[src/rtl/sramlike_mem_arbiter_pkg.sv]
// -----------------------------------------------------------------------------
// sramlike_mem_arbiter_pkg
//   Shared types and widths for the SRAM-like memory arbiter slice.
//   - ADDR_W / DATA_W / BEN_W : bus widths of every SRAM-like port
//   - src_e                   : request source ID stored in the in-order ID FIFO
//   - ptr_w()                 : pointer width for a FIFO of a given depth (>=1 bit)
// -----------------------------------------------------------------------------
package sramlike_mem_arbiter_pkg;

  localparam int ADDR_W = 32;
  localparam int DATA_W = 32;
  localparam int BEN_W  = 4;
  localparam int SRC_W  = 1;

  typedef enum logic [SRC_W-1:0] {
    SRC_INST = 1'b0,
    SRC_DATA = 1'b1
  } src_e;

  function automatic int ptr_w(input int depth);
    return (depth > 1) ? $clog2(depth) : 1;
  endfunction

endpackage

[src/rtl/sramlike_mem_arbiter_if.sv]
// -----------------------------------------------------------------------------
// sramlike_mem_arbiter_if
//   One SRAM-like bus: request phase (req/addr/ben/wr/din, addr_ok) and
//   response phase (data_ok/dout).
//   modport master : drives the request, receives addr_ok/data_ok/dout
//   modport slave  : receives the request, drives addr_ok/data_ok/dout
// -----------------------------------------------------------------------------
interface sramlike_mem_arbiter_if;
  import sramlike_mem_arbiter_pkg::*;

  logic              req;
  logic [ADDR_W-1:0] addr;
  logic [BEN_W-1:0]  ben;
  logic              wr;
  logic [DATA_W-1:0] din;
  logic              addr_ok;
  logic              data_ok;
  logic [DATA_W-1:0] dout;

  modport master (
    output req, addr, ben, wr, din,
    input  addr_ok, data_ok, dout
  );

  modport slave (
    input  req, addr, ben, wr, din,
    output addr_ok, data_ok, dout
  );

endinterface

[src/rtl/sramlike_mem_arbiter_id_fifo.sv]
// -----------------------------------------------------------------------------
// mem_arb_id_fifo
//   In-order FIFO of request source IDs. One entry per accepted-but-unanswered
//   memory request; the head names the master owed the next response.
//   Ports:
//     clk, rst       clock, asynchronous active-high reset (pointers/count)
//     push, push_id  append an ID (caller guarantees !full)
//     pop            drop the head (caller guarantees !empty)
//     head_id        ID at the head
//     empty, full    occupancy flags
// -----------------------------------------------------------------------------
module mem_arb_id_fifo
  import sramlike_mem_arbiter_pkg::*;
#(
  parameter int DEPTH = 4
) (
  input  logic clk,
  input  logic rst,
  input  logic push,
  input  src_e push_id,
  input  logic pop,
  output src_e head_id,
  output logic empty,
  output logic full
);

  localparam int PTR_W = ptr_w(DEPTH);
  localparam int CNT_W = $clog2(DEPTH + 1);

  src_e             id_mem [DEPTH];
  logic [PTR_W-1:0] wr_ptr;
  logic [PTR_W-1:0] rd_ptr;
  logic [CNT_W-1:0] count;

  // Depth need not be a power of two, so wrap explicitly.
  function automatic logic [PTR_W-1:0] ptr_inc(input logic [PTR_W-1:0] p);
    return (p == PTR_W'(DEPTH - 1)) ? '0 : p + PTR_W'(1);
  endfunction

  always_ff @(posedge clk or posedge rst) begin
    if (rst) begin
      wr_ptr <= '0;
      rd_ptr <= '0;
      count  <= '0;
    end else begin
      if (push) wr_ptr <= ptr_inc(wr_ptr);
      if (pop)  rd_ptr <= ptr_inc(rd_ptr);
      case ({push, pop})
        2'b10:   count <= count + CNT_W'(1);
        2'b01:   count <= count - CNT_W'(1);
        default: count <= count;
      endcase
    end
  end

  // Entry storage carries no reset; occupancy is tracked by count alone.
  always_ff @(posedge clk) begin
    if (push) id_mem[wr_ptr] <= push_id;
  end

  assign head_id = id_mem[rd_ptr];
  assign empty   = (count == '0);
  assign full    = (count == CNT_W'(DEPTH));

endmodule

[src/rtl/sramlike_mem_arbiter.sv]
// -----------------------------------------------------------------------------
// sramlike_mem_arbiter
//   Shares one SRAM-like memory port between the instruction-fetch master and
//   the load/store master. Request phases are arbitrated (round-robin or data
//   priority), the source of every accepted request is queued in order, and
//   each returning response is routed to the master at the head of that queue.
//   Parameters:
//     MAX_OUTSTANDING  accepted-but-unanswered requests allowed (>=1)
//     DATA_PRIO        0 = round-robin on ties, 1 = data master always wins
//   Ports:
//     clk, rst    clock, asynchronous active-high reset
//     inst        instruction master bus (slave side)
//     data        load/store master bus (slave side)
//     mem         memory bus (master side)
//     orphan_err  sticky: a memory response arrived with nothing outstanding
// -----------------------------------------------------------------------------
module sramlike_mem_arbiter
  import sramlike_mem_arbiter_pkg::*;
#(
  parameter int MAX_OUTSTANDING = 4,
  parameter bit DATA_PRIO       = 1'b0
) (
  input  logic                  clk,
  input  logic                  rst,
  sramlike_mem_arbiter_if.slave  inst,
  sramlike_mem_arbiter_if.slave  data,
  sramlike_mem_arbiter_if.master mem,
  output logic                  orphan_err
);

  logic lock;
  src_e lock_src;
  src_e rr_last;

  logic gnt_vld;
  src_e gnt_src;
  logic accept;
  logic pop;

  src_e head_id;
  logic fifo_empty;
  logic fifo_full;

  // A pending (locked) request always keeps the bus, even when the FIFO is
  // full, so the memory never sees a request withdrawn or swapped.
  always_comb begin
    gnt_vld = 1'b0;
    gnt_src = SRC_INST;
    if (lock) begin
      gnt_vld = 1'b1;
      gnt_src = lock_src;
    end else if (!fifo_full) begin
      if (inst.req && data.req) begin
        gnt_vld = 1'b1;
        if (DATA_PRIO) gnt_src = SRC_DATA;
        else           gnt_src = (rr_last == SRC_DATA) ? SRC_INST : SRC_DATA;
      end else if (inst.req) begin
        gnt_vld = 1'b1;
        gnt_src = SRC_INST;
      end else if (data.req) begin
        gnt_vld = 1'b1;
        gnt_src = SRC_DATA;
      end
    end
    if (rst) gnt_vld = 1'b0;
  end

  // Request mux; falls back to the inst fields when nothing is granted.
  always_comb begin
    mem.req = gnt_vld;
    if (gnt_src == SRC_DATA) begin
      mem.addr = data.addr;
      mem.ben  = data.ben;
      mem.wr   = data.wr;
      mem.din  = data.din;
    end else begin
      mem.addr = inst.addr;
      mem.ben  = inst.ben;
      mem.wr   = inst.wr;
      mem.din  = inst.din;
    end
  end

  assign accept       = gnt_vld & mem.addr_ok;
  assign inst.addr_ok = accept & (gnt_src == SRC_INST);
  assign data.addr_ok = accept & (gnt_src == SRC_DATA);

  // Responses with an empty FIFO are orphans and are not forwarded.
  assign pop          = mem.data_ok & ~fifo_empty & ~rst;
  assign inst.data_ok = pop & (head_id == SRC_INST);
  assign data.data_ok = pop & (head_id == SRC_DATA);
  assign inst.dout    = mem.dout;
  assign data.dout    = mem.dout;

  always_ff @(posedge clk or posedge rst) begin
    if (rst) begin
      lock       <= 1'b0;
      lock_src   <= SRC_INST;
      rr_last    <= SRC_DATA;
      orphan_err <= 1'b0;
    end else begin
      if (accept) begin
        lock    <= 1'b0;
        rr_last <= gnt_src;
      end else if (gnt_vld) begin
        lock     <= 1'b1;
        lock_src <= gnt_src;
      end
      if (mem.data_ok && fifo_empty) orphan_err <= 1'b1;
    end
  end

  mem_arb_id_fifo #(
    .DEPTH (MAX_OUTSTANDING)
  ) u_id_fifo (
    .clk     (clk),
    .rst     (rst),
    .push    (accept),
    .push_id (gnt_src),
    .pop     (pop),
    .head_id (head_id),
    .empty   (fifo_empty),
    .full    (fifo_full)
  );

endmodule
[src/flat_wrapper.sv]
// flat-port wrapper written by rule: the top's interface ports become plain ports
module sramlike_mem_arbiter_flat import sramlike_mem_arbiter_pkg::*;
#(
  parameter int MAX_OUTSTANDING = 4,
  parameter bit DATA_PRIO       = 1'b0
)
  (clk, rst, orphan_err, inst_req, inst_addr, inst_ben, inst_wr, inst_din, inst_addr_ok, inst_data_ok, inst_dout, data_req, data_addr, data_ben, data_wr, data_din, data_addr_ok, data_data_ok, data_dout, mem_req, mem_addr, mem_ben, mem_wr, mem_din, mem_addr_ok, mem_data_ok, mem_dout);
  sramlike_mem_arbiter_if inst_i ();
  sramlike_mem_arbiter_if data_i ();
  sramlike_mem_arbiter_if mem_i ();
  input  logic clk;
  input  logic rst;
  output logic orphan_err;
  input wire logic [$bits(inst_i.req)-1:0] inst_req;
  input wire logic [$bits(inst_i.addr)-1:0] inst_addr;
  input wire logic [$bits(inst_i.ben)-1:0] inst_ben;
  input wire logic [$bits(inst_i.wr)-1:0] inst_wr;
  input wire logic [$bits(inst_i.din)-1:0] inst_din;
  output wire logic [$bits(inst_i.addr_ok)-1:0] inst_addr_ok;
  output wire logic [$bits(inst_i.data_ok)-1:0] inst_data_ok;
  output wire logic [$bits(inst_i.dout)-1:0] inst_dout;
  input wire logic [$bits(data_i.req)-1:0] data_req;
  input wire logic [$bits(data_i.addr)-1:0] data_addr;
  input wire logic [$bits(data_i.ben)-1:0] data_ben;
  input wire logic [$bits(data_i.wr)-1:0] data_wr;
  input wire logic [$bits(data_i.din)-1:0] data_din;
  output wire logic [$bits(data_i.addr_ok)-1:0] data_addr_ok;
  output wire logic [$bits(data_i.data_ok)-1:0] data_data_ok;
  output wire logic [$bits(data_i.dout)-1:0] data_dout;
  output wire logic [$bits(mem_i.req)-1:0] mem_req;
  output wire logic [$bits(mem_i.addr)-1:0] mem_addr;
  output wire logic [$bits(mem_i.ben)-1:0] mem_ben;
  output wire logic [$bits(mem_i.wr)-1:0] mem_wr;
  output wire logic [$bits(mem_i.din)-1:0] mem_din;
  input wire logic [$bits(mem_i.addr_ok)-1:0] mem_addr_ok;
  input wire logic [$bits(mem_i.data_ok)-1:0] mem_data_ok;
  input wire logic [$bits(mem_i.dout)-1:0] mem_dout;
  assign inst_i.req = inst_req;
  assign inst_i.addr = inst_addr;
  assign inst_i.ben = inst_ben;
  assign inst_i.wr = inst_wr;
  assign inst_i.din = inst_din;
  assign inst_addr_ok = inst_i.addr_ok;
  assign inst_data_ok = inst_i.data_ok;
  assign inst_dout = inst_i.dout;
  assign data_i.req = data_req;
  assign data_i.addr = data_addr;
  assign data_i.ben = data_ben;
  assign data_i.wr = data_wr;
  assign data_i.din = data_din;
  assign data_addr_ok = data_i.addr_ok;
  assign data_data_ok = data_i.data_ok;
  assign data_dout = data_i.dout;
  assign mem_req = mem_i.req;
  assign mem_addr = mem_i.addr;
  assign mem_ben = mem_i.ben;
  assign mem_wr = mem_i.wr;
  assign mem_din = mem_i.din;
  assign mem_i.addr_ok = mem_addr_ok;
  assign mem_i.data_ok = mem_data_ok;
  assign mem_i.dout = mem_dout;
  sramlike_mem_arbiter #(.MAX_OUTSTANDING(MAX_OUTSTANDING), .DATA_PRIO(DATA_PRIO)) u_core (.clk(clk), .rst(rst), .inst(inst_i), .data(data_i), .mem(mem_i), .orphan_err(orphan_err));
endmodule
[config.mk]
export PLATFORM = sky130hd
export DESIGN_NAME = sramlike_mem_arbiter_flat
export DESIGN_NICKNAME = d
export VERILOG_FILES = /design/src/rtl/sramlike_mem_arbiter_pkg.sv /design/src/rtl/sramlike_mem_arbiter_if.sv /design/src/rtl/sramlike_mem_arbiter_id_fifo.sv /design/src/rtl/sramlike_mem_arbiter.sv /design/src/flat_wrapper.sv
export SDC_FILE = /design/constraint.sdc
export NUM_CORES = 1
export LEC_CHECK = 0
export ABC_AREA = 1
export CAP_MARGIN = 20
export CORE_AREA = 2 2 124 126
export DETAILED_ROUTE_END_ITERATION = 16
export DIE_AREA = 0 0 126 128
export PLACE_DENSITY = 0.56
export SYNTH_ARGS = -nofsm -noshare
export SYNTH_HDL_FRONTEND = slang
export SYNTH_HIERARCHICAL = 1
export SYNTH_SLANG_ARGS = --single-unit
[constraint.sdc]
create_clock -name clk -period 2.9 [get_ports clk]
set_input_delay 0.87 -clock clk [delete_from_list [all_inputs] [get_ports clk]]
set_output_delay 0.87 -clock clk [all_outputs]
set_load 0.005 [all_outputs]
==> impl_metrics.xml <==
<?xml version="1.0" encoding="UTF-8"?>
<metrics>
  <group name="placed_design">
    <metric name="place_congestion" unit="">0.738</metric>
    <metric name="port-buffer-count" unit="">218</metric>
    <metric name="pre_cts_ws" unit="ns">-0.689</metric>
    <metric name="place.detailed.instances" unit="">735</metric>
    <metric name="post-dp-hpwl" unit="um">7090</metric>
    <metric name="postPlaceCellArea" unit="mm2">0.00425</metric>
  </group>
  <group name="synthesis">
    <metric name="yosysUniqueCellTypes" unit="">24</metric>
    <metric name="postSynthRegisterBits" unit="">15</metric>
    <metric name="synth_common_cells" unit="">sky130_fd_sc_hd__nand2_1 (231), sky130_fd_sc_hd__buf_4 (72), sky130_fd_sc_hd__inv_1 (27)</metric>
    <metric name="postSynth.asyncResetShare" unit="">0.733</metric>
    <metric name="ys.flop_type" unit="">sky130_fd_sc_hd__dfrtp_1</metric>
    <metric name="yosysTopAreaCellShare" unit="">0.386</metric>
    <metric name="synth.most_common_cell" unit="">sky130_fd_sc_hd__nand2_1</metric>
    <metric name="avgSynthCellArea" unit="um2">5.78</metric>
    <metric name="syn_area" unit="mm2">0.00225</metric>
    <metric name="ys_seq_area_frac" unit="">0.176</metric>
    <metric name="synth.area.top_cells" unit="">sky130_fd_sc_hd__nand2_1 (39%), sky130_fd_sc_hd__buf_4 (24%), sky130_fd_sc_hd__dfrtp_1 (11%)</metric>
    <metric name="synth_edf_count" unit="">4</metric>
    <metric name="largest_area_contributor_in_the_netlist" unit="">sky130_fd_sc_hd__nand2_1</metric>
    <metric name="ys.warnings.count" unit="">6</metric>
    <metric name="syn_inst" unit="">389</metric>
    <metric name="mappedNetlistNets" unit="">572</metric>
  </group>
  <group name="clocking">
    <metric name="ctsRootBufferMaster" unit="">sky130_fd_sc_hd__clkbuf_16</metric>
    <metric name="cts-htree-levels" unit="">1</metric>
    <metric name="postCtsHoldBufs" unit="">0</metric>
    <metric name="cts_max_path_buffers" unit="">2</metric>
    <metric name="clkTransAtPathRegs" unit="ns">0.05</metric>
    <metric name="clock_latency" unit="ns">0.25</metric>
    <metric name="clock_tree_from_tritoncts" unit="">yes</metric>
    <metric name="cts_inserted_buffers" unit="">3</metric>
    <metric name="cts_sink_cnt" unit="">15</metric>
  </group>
  <group name="critical_path">
    <metric name="required_arrival_time_at_the_worst_endpoint" unit="ns">2.03</metric>
    <metric name="crit_path_frequent_cell" unit="">sky130_fd_sc_hd__nand2_1</metric>
    <metric name="worstSetupPathType" unit="">in -&gt; out</metric>
    <metric name="critical_path.endpoint_type" unit="">primary output</metric>
    <metric name="reg2regPathDepth" unit="">15</metric>
    <metric name="worst_r2r_startpoint" unit="">u_core/u_id_fifo/count[1]$_DFFE_PP0P_</metric>
    <metric name="crit_arrival" unit="ns">2.00</metric>
    <metric name="timing.rr.end" unit="">u_core/u_id_fifo/count[2]$_DFFE_PP0P_</metric>
    <metric name="regToRegSetupSlack" unit="ns">0.65</metric>
    <metric name="worst-path-max-fanout" unit="">6</metric>
    <metric name="cp-start-kind" unit="">input pin</metric>
    <metric name="slowest_delay" unit="ns">0.14</metric>
    <metric name="timing.critical_path.slowest_stage_cell" unit="">sky130_fd_sc_hd__buf_8</metric>
    <metric name="timing.critical_path.cells" unit="">buf_6 &gt; inv_2 &gt; nor2_1 &gt; nand2_1 &gt; nand2_2 &gt; nand2_4 &gt; clkinv_8 &gt; buf_8 &gt; buf_16 &gt; buf_8 &gt; nand2_1 &gt; nand2_1 &gt; buf_2</metric>
  </group>
  <group name="power_and_ir_drop">
    <metric name="power.switching" unit="W">0.00113</metric>
    <metric name="intPower" unit="W">0.00171</metric>
    <metric name="share_clk_of_total_power" unit="">0.095</metric>
    <metric name="finalPower" unit="W">0.00284</metric>
    <metric name="comb_power_share" unit="">0.782</metric>
    <metric name="power_per_standard_cell_area" unit="mW/mm2">612</metric>
    <metric name="leakage" unit="nW">2.41</metric>
    <metric name="max-vdd-ir-drop" unit="V">0.000240</metric>
    <metric name="power_switching_share" unit="">0.398</metric>
    <metric name="seq_power_share" unit="">0.123</metric>
  </group>
  <group name="global_route">
    <metric name="grt_pass1_wl" unit="um">14600</metric>
    <metric name="grtUsageTotal" unit="">0.112</metric>
    <metric name="grt_remaining_overflow" unit="">0</metric>
    <metric name="initial_antenna_violation_count" unit="">0</metric>
    <metric name="grt_start_max_net_pins" unit="">38</metric>
    <metric name="number_of_global_route_vias_before_repair" unit="">2822</metric>
  </group>
  <group name="sta">
    <metric name="finalClockSkew" unit="ns">0.00118</metric>
    <metric name="final-setup-viol-count" unit="">0</metric>
    <metric name="setup_slack" unit="ns">0.0332</metric>
    <metric name="worst_pin_slew" unit="ns">0.337</metric>
    <metric name="timing.fmax" unit="MHz">349</metric>
    <metric name="period_minus_ws_final" unit="ns">2.87</metric>
    <metric name="slew_margin_rel" unit="">0.774</metric>
    <metric name="min_period_over_period" unit="">0.989</metric>
    <metric name="rsz_0062_raised_after_global_routing" unit="">true</metric>
    <metric name="finalHoldViolations" unit="">0</metric>
    <metric name="slew_viol_final" unit="">0</metric>
  </group>
  <group name="drt">
    <metric name="antenna_violating_nets_post_route" unit="">0</metric>
    <metric name="drt_iter0_drc" unit="">107</metric>
    <metric name="firstDrtPassIters" unit="">4</metric>
    <metric name="drt-vias-per-instance" unit="">3.65</metric>
    <metric name="vias" unit="">2795</metric>
    <metric name="routed_wire_length_per_instance" unit="um">12.9</metric>
    <metric name="route.detailed.drc" unit="">0</metric>
    <metric name="route.final.wire_length" unit="um">9840</metric>
  </group>
  <group name="floorplanning">
    <metric name="std_cell_rows" unit="">45</metric>
    <metric name="core_region_area" unit="mm2">0.0149</metric>
    <metric name="die_w" unit="um">126</metric>
    <metric name="initial_utilization" unit="">0.151</metric>
    <metric name="die_area" unit="mm2">0.0161</metric>
    <metric name="floorplan.io_pins" unit="">315</metric>
    <metric name="chip_height" unit="um">128</metric>
  </group>
  <group name="min_path">
    <metric name="timing.hold.worst.class" unit="">reg -&gt; reg</metric>
    <metric name="hold_start" unit="">u_core/orphan_err$_DFFE_PP0P_</metric>
    <metric name="whs_endpoint" unit="">u_core/orphan_err$_DFFE_PP0P_</metric>
    <metric name="worstHoldPathCells" unit="">1</metric>
  </group>
  <group name="layout">
    <metric name="final_net_count" unit="">761</metric>
    <metric name="drive_gt1_frac" unit="">0.263</metric>
    <metric name="final.fill_count" unit="">1664</metric>
    <metric name="post-route-util" unit="">0.312</metric>
    <metric name="num_antenna_cells" unit="">0</metric>
    <metric name="areaGrowthSynthToFinish" unit="%">106</metric>
    <metric name="fin_cells" unit="">765</metric>
    <metric name="finish.instance_area" unit="mm2">0.00464</metric>
  </group>
  <group name="run_status">
    <metric name="result_of_the_run" unit="">complete, no violations</metric>
  </group>
  <group name="run">
    <metric name="max_cap_violations" unit="">0</metric>
  </group>
</metrics>
## power groups by stage
stage	combinational, W	sequential [W]	clock, W
after floorplan	0.000871	0.000345	0
after global placement	0.00187	0.000346	0
after detailed placement	0.00188	0.000348	0
after CTS	0.00214	0.000346	0.000278
after global routing	0.00245	0.000361	0.000289
final	0.00222	0.000349	0.000269
## worst max path at each step
stage          startpoint            to  slack [ns]  depth (start not counted)
4_1_cts          data_req  mem_addr[11]        0.02                         13
6_report         data_req   mem_din[25]        0.03                         13
5_1_grt          data_req   mem_din[10]       -0.05                         13
3_3_place_gp     data_req    mem_din[5]       -0.70                         11
2_1_floorplan    data_req  mem_addr[23]        0.50                          9
3_5_place_dp     data_req    mem_din[5]       -0.69                         11
## layout make-up
type	count	area (um2)	area share
multi-input combinational	266	1240	0.268
clock inverter	1	5.00	0.00108
sequential	15	397	0.0855
tap	188	235	0.0507
timing repair buffer	263	2560	0.552
clock buffer	3	75.1	0.0162
inverter	29	121	0.0262
## critical path, delay by kind of cell
| kind | cells | cell delay (ns) |
|---|---|---|
| buffers and inverters | 7 | 0.74 |
| AND/OR/NAND/NOR | 6 | 0.38 |
## logic make-up (layout without fill, tap and decap cells)
kind of cell / after synthesis / in the layout / share of synthesized area
AOI/OAI and AO/OA: 12 / 12 / 0.0300
xor gates and xnor gates: 1 / 1 / 0.00390
adders and majority gates: 7 / 7 / 0.0423
buffers and inverters: 108 / 296 / 0.326
DFF: 15 / 15 / 0.176
and+or+nand+nor: 246 / 246 / 0.421
## flip-flops by register name, summed over array words and instances, names as in the netlist
signal,count
u_core/u_id_fifo/rd_ptr,2
u_core/orphan_err,1
u_core/lock,1
u_core/u_id_fifo/id_mem,4
u_core/lock_src,1
u_core/u_id_fifo/wr_ptr,2
u_core/u_id_fifo/count,3
u_core/rr_last,1
## layer usage
| metal | share of wire | vias to the layer above | track usage |
|---|---|---|---|
| li1 | - | 1471 | - |
| met1 | 0.41 | 1166 | 0.135 |
| met2 | 0.48 | 147 | 0.189 |
| met4 | 0.011 | 0 | 0.0220 |
| met5 | 0 | - | 0 |
| met3 | 0.096 | 11 | 0.0442 |
## per-stage QoR
step / setup TNS, ns / hold WS [ns]
2_1_floorplan: 0 / 0.445
3_3_place_gp: -43.97 / 0.452
3_5_place_dp: -43.09 / 0.458
4_1_cts: 0 / 0.469
5_1_grt: -0.769 / 0.499
6_report: 0 / 0.462
## cells in the final DEF (no fill, tap or decap), types with 9 or more instances in the layout
master,count
sky130_fd_sc_hd__nand2_1,203
sky130_fd_sc_hd__buf_6,14
sky130_fd_sc_hd__buf_4,18
sky130_fd_sc_hd__buf_2,20
sky130_fd_sc_hd__clkdlybuf4s50_1,142
sky130_fd_sc_hd__nand2_4,9
sky130_fd_sc_hd__inv_1,26
sky130_fd_sc_hd__nand2_2,20
sky130_fd_sc_hd__clkbuf_2,36
sky130_fd_sc_hd__dfrtp_1,10
## what timing repair did
item | 4_1_cts | 5_1_grt
buffers inserted | 20 | 2
pin swaps | 5 | 10
resized for setup | 201 | 111
setup endpoints to repair | 74 | 65
cloned | 7 | 1
hold endpoints to repair | 0 | 0
(Power assumes the default switching activity.)
